[src/rtl/instruction_fetch_pkg.sv]
// Shared constants and types for the instruction fetch stage and its decoder neighbour.
package instruction_fetch_pkg;

  localparam int unsigned INSN_W     = 24;
  localparam int unsigned LEN_W      = 2;
  localparam int unsigned OPC_LEN_HI = 7;
  localparam int unsigned OPC_LEN_LO = 6;

  typedef enum logic [1:0] {
    S_START   = 2'd0,
    S_WAIT    = 2'd1,
    S_PRESENT = 2'd2
  } fetch_state_e;

  // Raw opcode[7:6] length field
  typedef enum logic [1:0] {
    OPL_1    = 2'b00,
    OPL_2    = 2'b01,
    OPL_3    = 2'b10,
    OPL_RSVD = 2'b11
  } opc_len_e;

  localparam logic [LEN_W-1:0] LEN_1 = 2'd1;
  localparam logic [LEN_W-1:0] LEN_2 = 2'd2;
  localparam logic [LEN_W-1:0] LEN_3 = 2'd3;

endpackage

[src/rtl/instruction_fetch_if.sv]
// ROM bus, redirect and decoder handshake signals of the fetch stage.
interface instruction_fetch_if
  import instruction_fetch_pkg::*;
#(
  parameter int unsigned ADDR_WIDTH = 15
);
  logic [ADDR_WIDTH-1:0] A;
  logic                  CS_bar;
  logic                  OE_bar;
  logic                  WE_bar;
  logic [7:0]            D;
  logic                  JUMP;
  logic [ADDR_WIDTH-1:0] JUMP_ADDR;
  logic [INSN_W-1:0]     INSN;
  logic [LEN_W-1:0]      INSN_LEN;
  logic [ADDR_WIDTH-1:0] INSN_PC;
  logic                  VALID;
  logic                  READY;

  modport master (
    output A, CS_bar, OE_bar, WE_bar, INSN, INSN_LEN, INSN_PC, VALID,
    input  D, JUMP, JUMP_ADDR, READY
  );

  modport slave (
    input  A, CS_bar, OE_bar, WE_bar, INSN, INSN_LEN, INSN_PC, VALID,
    output D, JUMP, JUMP_ADDR, READY
  );
endinterface

[src/rtl/instruction_fetch_insn_length_decode.sv]
// Opcode length field to instruction byte count (1..3); reserved encoding is one byte.
module instruction_fetch_insn_length_decode
  import instruction_fetch_pkg::*;
(
  input  logic [1:0]       len_field,
  output logic [LEN_W-1:0] len_c
);

  always_comb begin
    len_c = LEN_1;
    case (opc_len_e'(len_field))
      OPL_2:   len_c = LEN_2;
      OPL_3:   len_c = LEN_3;
      default: len_c = LEN_1;
    endcase
  end

endmodule

[src/rtl/instruction_fetch.sv]
// Program-ROM fetch stage: walks the PC, waits the ROM access time per byte,
// assembles 1-3 byte instructions and presents them over VALID/READY.
module instruction_fetch
  import instruction_fetch_pkg::*;
#(
  parameter int unsigned ADDR_WIDTH   = 15,
  parameter int unsigned WAIT_CYCLES  = 2,
  parameter int unsigned RESET_VECTOR = 0
) (
  input logic                 CLK,
  input logic                 RST,
  instruction_fetch_if.master bus
);

  localparam int unsigned           CNT_W      = 4;
  localparam logic [CNT_W-1:0]      CNT_RELOAD = CNT_W'(WAIT_CYCLES);
  localparam logic [ADDR_WIDTH-1:0] PC_RESET   = ADDR_WIDTH'(RESET_VECTOR);

  fetch_state_e          state_q, state_d;
  logic [ADDR_WIDTH-1:0] pc_q, pc_d;
  logic [CNT_W-1:0]      cnt_q, cnt_d;
  logic [1:0]            idx_q, idx_d;
  logic [LEN_W-1:0]      tgt_q, tgt_d;
  logic                  valid_q, valid_d;
  logic [INSN_W-1:0]     insn_q, insn_d;
  logic [LEN_W-1:0]      len_q, len_d;
  logic [ADDR_WIDTH-1:0] insn_pc_q, insn_pc_d;

  logic [LEN_W-1:0]      dec_len_c;
  logic [LEN_W-1:0]      eff_len_c;

  instruction_fetch_insn_length_decode u_len_dec (
    .len_field (bus.D[OPC_LEN_HI:OPC_LEN_LO]),
    .len_c     (dec_len_c)
  );

  always_ff @(posedge CLK or posedge RST) begin
    if (RST) begin
      state_q   <= S_START;
      pc_q      <= PC_RESET;
      cnt_q     <= CNT_RELOAD;
      idx_q     <= 2'd0;
      tgt_q     <= '0;
      valid_q   <= 1'b0;
      insn_q    <= '0;
      len_q     <= '0;
      insn_pc_q <= '0;
    end else begin
      state_q   <= state_d;
      pc_q      <= pc_d;
      cnt_q     <= cnt_d;
      idx_q     <= idx_d;
      tgt_q     <= tgt_d;
      valid_q   <= valid_d;
      insn_q    <= insn_d;
      len_q     <= len_d;
      insn_pc_q <= insn_pc_d;
    end
  end

  // Opcode byte supplies the length; later bytes reuse the captured one
  always_comb begin
    eff_len_c = (idx_q == 2'd0) ? dec_len_c : tgt_q;
  end

  always_comb begin
    state_d   = state_q;
    pc_d      = pc_q;
    cnt_d     = cnt_q;
    idx_d     = idx_q;
    tgt_d     = tgt_q;
    valid_d   = valid_q;
    insn_d    = insn_q;
    len_d     = len_q;
    insn_pc_d = insn_pc_q;

    // Redirect beats everything, including a coincident handshake
    if (bus.JUMP) begin
      pc_d    = bus.JUMP_ADDR;
      valid_d = 1'b0;
      idx_d   = 2'd0;
      cnt_d   = CNT_RELOAD;
      state_d = S_WAIT;
    end else begin
      case (state_q)
        S_START: begin
          cnt_d   = CNT_RELOAD;
          state_d = S_WAIT;
        end
        S_WAIT: begin
          if (cnt_q != '0) begin
            cnt_d = cnt_q - CNT_W'(1);
          end else begin
            pc_d = pc_q + ADDR_WIDTH'(1);
            case (idx_q)
              2'd0: begin
                insn_d    = {16'h0000, bus.D};
                insn_pc_d = pc_q;
                tgt_d     = dec_len_c;
              end
              2'd1:    insn_d[15:8]  = bus.D;
              default: insn_d[23:16] = bus.D;
            endcase
            if ((idx_q + 2'd1) == eff_len_c) begin
              valid_d = 1'b1;
              len_d   = eff_len_c;
              state_d = S_PRESENT;
            end else begin
              idx_d = idx_q + 2'd1;
              cnt_d = CNT_RELOAD;
            end
          end
        end
        S_PRESENT: begin
          if (bus.READY) begin
            valid_d = 1'b0;
            idx_d   = 2'd0;
            cnt_d   = CNT_RELOAD;
            state_d = S_WAIT;
          end
        end
        default: state_d = S_START;
      endcase
    end
  end

  assign bus.A        = pc_q;
  assign bus.CS_bar   = (state_q != S_WAIT);
  assign bus.OE_bar   = (state_q != S_WAIT);
  assign bus.WE_bar   = 1'b1;
  assign bus.INSN     = insn_q;
  assign bus.INSN_LEN = len_q;
  assign bus.INSN_PC  = insn_pc_q;
  assign bus.VALID    = valid_q;

endmodule

[src/flat_wrapper.sv]
// flat-port wrapper written by rule: the top's interface ports become plain ports
module instruction_fetch_flat import instruction_fetch_pkg::*;
#(
  parameter int unsigned ADDR_WIDTH   = 15,
  parameter int unsigned WAIT_CYCLES  = 2,
  parameter int unsigned RESET_VECTOR = 0
)
  (CLK, RST, bus_A, bus_CS_bar, bus_OE_bar, bus_WE_bar, bus_INSN, bus_INSN_LEN, bus_INSN_PC, bus_VALID, bus_D, bus_JUMP, bus_JUMP_ADDR, bus_READY);
  instruction_fetch_if #(.ADDR_WIDTH(ADDR_WIDTH)) bus_i ();
  input logic CLK;
  input logic RST;
  output wire logic [$bits(bus_i.A)-1:0] bus_A;
  output wire logic [$bits(bus_i.CS_bar)-1:0] bus_CS_bar;
  output wire logic [$bits(bus_i.OE_bar)-1:0] bus_OE_bar;
  output wire logic [$bits(bus_i.WE_bar)-1:0] bus_WE_bar;
  output wire logic [$bits(bus_i.INSN)-1:0] bus_INSN;
  output wire logic [$bits(bus_i.INSN_LEN)-1:0] bus_INSN_LEN;
  output wire logic [$bits(bus_i.INSN_PC)-1:0] bus_INSN_PC;
  output wire logic [$bits(bus_i.VALID)-1:0] bus_VALID;
  input wire logic [$bits(bus_i.D)-1:0] bus_D;
  input wire logic [$bits(bus_i.JUMP)-1:0] bus_JUMP;
  input wire logic [$bits(bus_i.JUMP_ADDR)-1:0] bus_JUMP_ADDR;
  input wire logic [$bits(bus_i.READY)-1:0] bus_READY;
  assign bus_A = bus_i.A;
  assign bus_CS_bar = bus_i.CS_bar;
  assign bus_OE_bar = bus_i.OE_bar;
  assign bus_WE_bar = bus_i.WE_bar;
  assign bus_INSN = bus_i.INSN;
  assign bus_INSN_LEN = bus_i.INSN_LEN;
  assign bus_INSN_PC = bus_i.INSN_PC;
  assign bus_VALID = bus_i.VALID;
  assign bus_i.D = bus_D;
  assign bus_i.JUMP = bus_JUMP;
  assign bus_i.JUMP_ADDR = bus_JUMP_ADDR;
  assign bus_i.READY = bus_READY;
  instruction_fetch #(.ADDR_WIDTH(ADDR_WIDTH), .WAIT_CYCLES(WAIT_CYCLES), .RESET_VECTOR(RESET_VECTOR)) u_core (.CLK(CLK), .RST(RST), .bus(bus_i));
endmodule
[config.mk]
export PLATFORM = sky130hd
export DESIGN_NAME = instruction_fetch_flat
export DESIGN_NICKNAME = d
export VERILOG_FILES = /design/src/rtl/instruction_fetch_pkg.sv /design/src/rtl/instruction_fetch_if.sv /design/src/rtl/instruction_fetch_insn_length_decode.sv /design/src/rtl/instruction_fetch.sv /design/src/flat_wrapper.sv
export SDC_FILE = /design/constraint.sdc
export NUM_CORES = 1
export LEC_CHECK = 0
export ABC_AREA = 1
export CORE_UTILIZATION = 45
export DETAILED_ROUTE_END_ITERATION = 8
export PLACE_DENSITY = 0.83
export RECOVER_POWER = 25
export SLEW_MARGIN = 10
export SYNTH_ARGS = -nofsm -noshare
export SYNTH_HDL_FRONTEND = slang
export SYNTH_SLANG_ARGS = --single-unit
[constraint.sdc]
create_clock -name CLK -period 2.4 [get_ports CLK]
set_clock_uncertainty 0.1 [all_clocks]
set_input_delay 0.6 -clock CLK [delete_from_list [all_inputs] [get_ports CLK]]
set_output_delay 0.6 -clock CLK [all_outputs]
set_load 0.01 [all_outputs]
==> impl_results.md <==
* Total power at 5.64 mW
* Cell Area, Synth at 0.00356 mm^2
* Synth Warn # at 0
* VDD IR max at 529 uV
* Delay of the slowest critical-path stage at 400 ps
* Min-delay worst type: reg -> reg
* Crit path kind: reg -> out
* WP buf/inv at 3
* Final worst slack at 248 ps
* Slowest cell on crit path: dfrtp_1
* Worst-path clk slew at 70 ps
* Fin crit share at 89.7%
* Deepest clock path buffer count at 2
* ANT nets after route at 0
* Worst-Skew Late Latency at 350 ps
* Setup TNS at 0 ps
* Routed WL at 8780 um
* Root Buffer: clkbuf_8
* Number of global-route vias before repair at 3083
* Final max-slew violation count at 0
* Clock Power Share at 17.2%
* First-pass GRT wire length at 14600 um
* Register area at 0.00168 mm^2
* Worst slew pin tran at 750 ps
* Fin crit period at 2150 ps
* Share of cells above drive strength 1 at 12.6%
* Worst Path Required at 1700 ps
* Crit-path max FO at 5
* Pwr per Cell Area at 1210 mW/mm^2
* Final Hold Vio Count at 0
* DP Worst Slack at -12.2 ps
* Detailed-route vias per instance at 5.22
* Final design utilization at 60.7%
* Pre-Repair DR Iteration Count at 5
* DP Area at 0.00449 mm^2
* Post-Syn Area per Cell at 8.31 um^2
* Register bit total from synthesis at 67
* Initial DRC Count at 177
* Register area share after synthesis at 47.1%
* Synth-to-Final Area Change at 31.0%
* CP Cell Sequence: inv_1 > ha_1 > inv_2 > dlygate4sd2_1
* Clock buffer count from CTS at 9
* Mapped Cells at 429
* CTS sink count at 67
* Static Leak at 2.25 nW
* Max cap viols at 0
* Row cnt at 32
* Die Span Y at 91.0 um
* Combinational power share at 48.4%
* Psw at 2.29 mW
* Die X at 91.0 um
* Slew HR at 50.0%
* RSZ-0062 raised after global routing: false
* Hpwl dp at 6530 um
* Initial Utilization at 46.4%
* # setup viols final at 0
* CTS Hold Bufs at 0
* Run status: complete, no violations
* # port buffers at 85
* Sequential power share at 34.4%
* Switch share at 40.6%
* Distinct cells, synth at 33
* F_max at 465 MHz
* GRT overflow at 0
* Die area at 0.00828 mm^2
* Gpl congestion at 0.894
* H-tree level count at 3
* Finished Cell Area at 0.00467 mm^2
* Wire per inst at 14.0 um
* Ant diodes at 0
* CP top delay family: buffers and inverters
* DRC errors left at 0
* CP arrival at 1450 ps
* Mapped Nets at 466
* Nets@finish at 555
* Footprint of the multi-input gates at 0.00158 mm^2
* Io pins at 87
* Internal power at 3.35 mW
* Vias at 3261
* CP Launch Type: flop
* Largest net degree at the start of global routing at 44
* Core footprint at 0.00769 mm^2
* Worst setup EP type: output port
* GRT Overall Usage at 22.6%
* # fillers at 653
* CTS tree: done
* Initial antenna violation count at 0
==> cell families after synthesis <==
| logic type | after synthesis | share of synthesized area, % |
|---|---|---|
| fa+ha+maj | 10 | 3.51 |
| flops | 67 | 47.1 |
| buf+inv | 58 | 8.53 |
| compound gates | 80 | 13.9 |
| simple gates | 210 | 26.1 |
| other cells | 1 | 0.105 |
| xor+xnor | 3 | 0.737 |
==> per-stage QoR <==
stage,cells,hold slack (ps)
floorplan,429,342
global placement,608,356
detailed placement,608,363
CTS,625,379
global route,625,414
finish,625,373
==> layout by cell type, fill, tap and decap left out, types with 4 or more instances in the layout <==
cell type	n
ha_1	10
inv_1	38
nand3_1	35
clkdlybuf4s50_1	82
o21ai_2	20
o21ai_0	29
clkbuf_8	11
buf_4	7
o21ai_1	19
nand2_1	121
nand2_4	6
dfrtp_1	66
nand4_1	4
nor2_1	33
==> final timing paths <==
kind	startpoint	to	slack [ps]	cells past startpoint
worst max-delay path	u_core.state_q[1]$_DFFE_PP0P_	bus_CS_bar	250	4
worst min-delay path	u_core.cnt_q[1]$_DFFE_PP1P_	u_core.cnt_q[1]$_DFFE_PP1P_	370	2
worst max register to register	u_core.idx_q[0]$_DFFE_PP0P_	u_core.cnt_q[2]$_DFFE_PP0P_	370	11
worst min register to register	u_core.cnt_q[1]$_DFFE_PP1P_	u_core.cnt_q[1]$_DFFE_PP1P_	370	2
max in group asynchronous	RST	u_core.bus.INSN[4]$_DFFE_PP0P_	350	3
min in group asynchronous	RST	u_core.bus.INSN[6]$_DFFE_PP0P_	680	2
==> power by group through the flow <==
stage,Sequential (mW),Combinational [mW],Clock [mW]
finish,1.94,2.73,0.970
detailed placement,1.95,2.74,0
CTS,1.93,2.75,0.990
global route,1.99,3.04,1.04
floorplan,2.04,1.51,0
global placement,1.93,2.64,0
==> Yosys cell counts <==
cell / n / share of area, %
a21oi_1: 3 / 0.42
a21oi_2: 2 / 0.49
a31oi_1: 1 / 0.18
buf_12: 1 / 0.56
buf_2: 2 / 0.28
buf_4: 4 / 0.84
buf_6: 6 / 1.9
clkbuf_1: 3 / 0.32
conb_1: 1 / 0.11
dfrtp_1: 66 / 46
dfstp_2: 1 / 0.74
ha_1: 10 / 3.5
inv_1: 38 / 4.0
inv_2: 2 / 0.21
inv_4: 1 / 0.18
inv_6: 1 / 0.25
nand2_1: 121 / 13
nand2_2: 3 / 0.53
nand2_4: 6 / 1.9
nand3_1: 35 / 4.9
nand4_1: 4 / 0.70
nor2_1: 33 / 3.5
nor2_2: 2 / 0.35
nor2_4: 2 / 0.63
nor3_1: 1 / 0.14
nor3_2: 2 / 0.56
o211ai_1: 3 / 0.63
o21ai_0: 29 / 4.1
o21ai_1: 19 / 2.7
o21ai_2: 20 / 4.9
o22ai_1: 3 / 0.53
or2_2: 1 / 0.18
xor2_1: 3 / 0.74
==> routing by layer <==
layer	routed length (um)	vias up	track usage (%)
met5	0	-	0
met2	4180	137	35.4
met3	568	24	4.44
met4	229	0	10.3
met1	3800	1528	30.3
li1	-	1572	-
==> registers in the layout, indices dropped and copies added (netlist names), 2 cells and up <==
signal,count
u_core.bus.A,15
u_core.bus.INSN,24
u_core.bus.INSN_LEN,2
u_core.bus.INSN_PC,15
u_core.cnt_q,4
u_core.idx_q,2
u_core.state_q,2
u_core.tgt_q,2
==> worst reg2reg max path, cell delays in order, from the launching register on <==
cell,delay (ps)
dfrtp_1,450
inv_1,130
ha_1,420
nand2_1,190
nand2_2,140
nand2_1,70
nand2_2,80
nor2_4,50
nand2_4,110
nand2_2,90
nand2_1,60
nand2_1,50
==> final cells by class <==
type	count	share of cell area, %
inverter	42	3.54
tap	102	2.73
timing repair buffer	94	19.5
multi-input combinational	304	33.9
sequential	67	35.9
clock inverter	3	0.992
clock buffer	13	3.40
==> repair_timing <==
action / 4_1_cts / 5_1_grt
buffers inserted: 1 / 0
endpoints found under the setup margin: 2 / 0
gates resized for setup: 2 / 0
No activity file was read; power rests on OpenSTA's default activity.
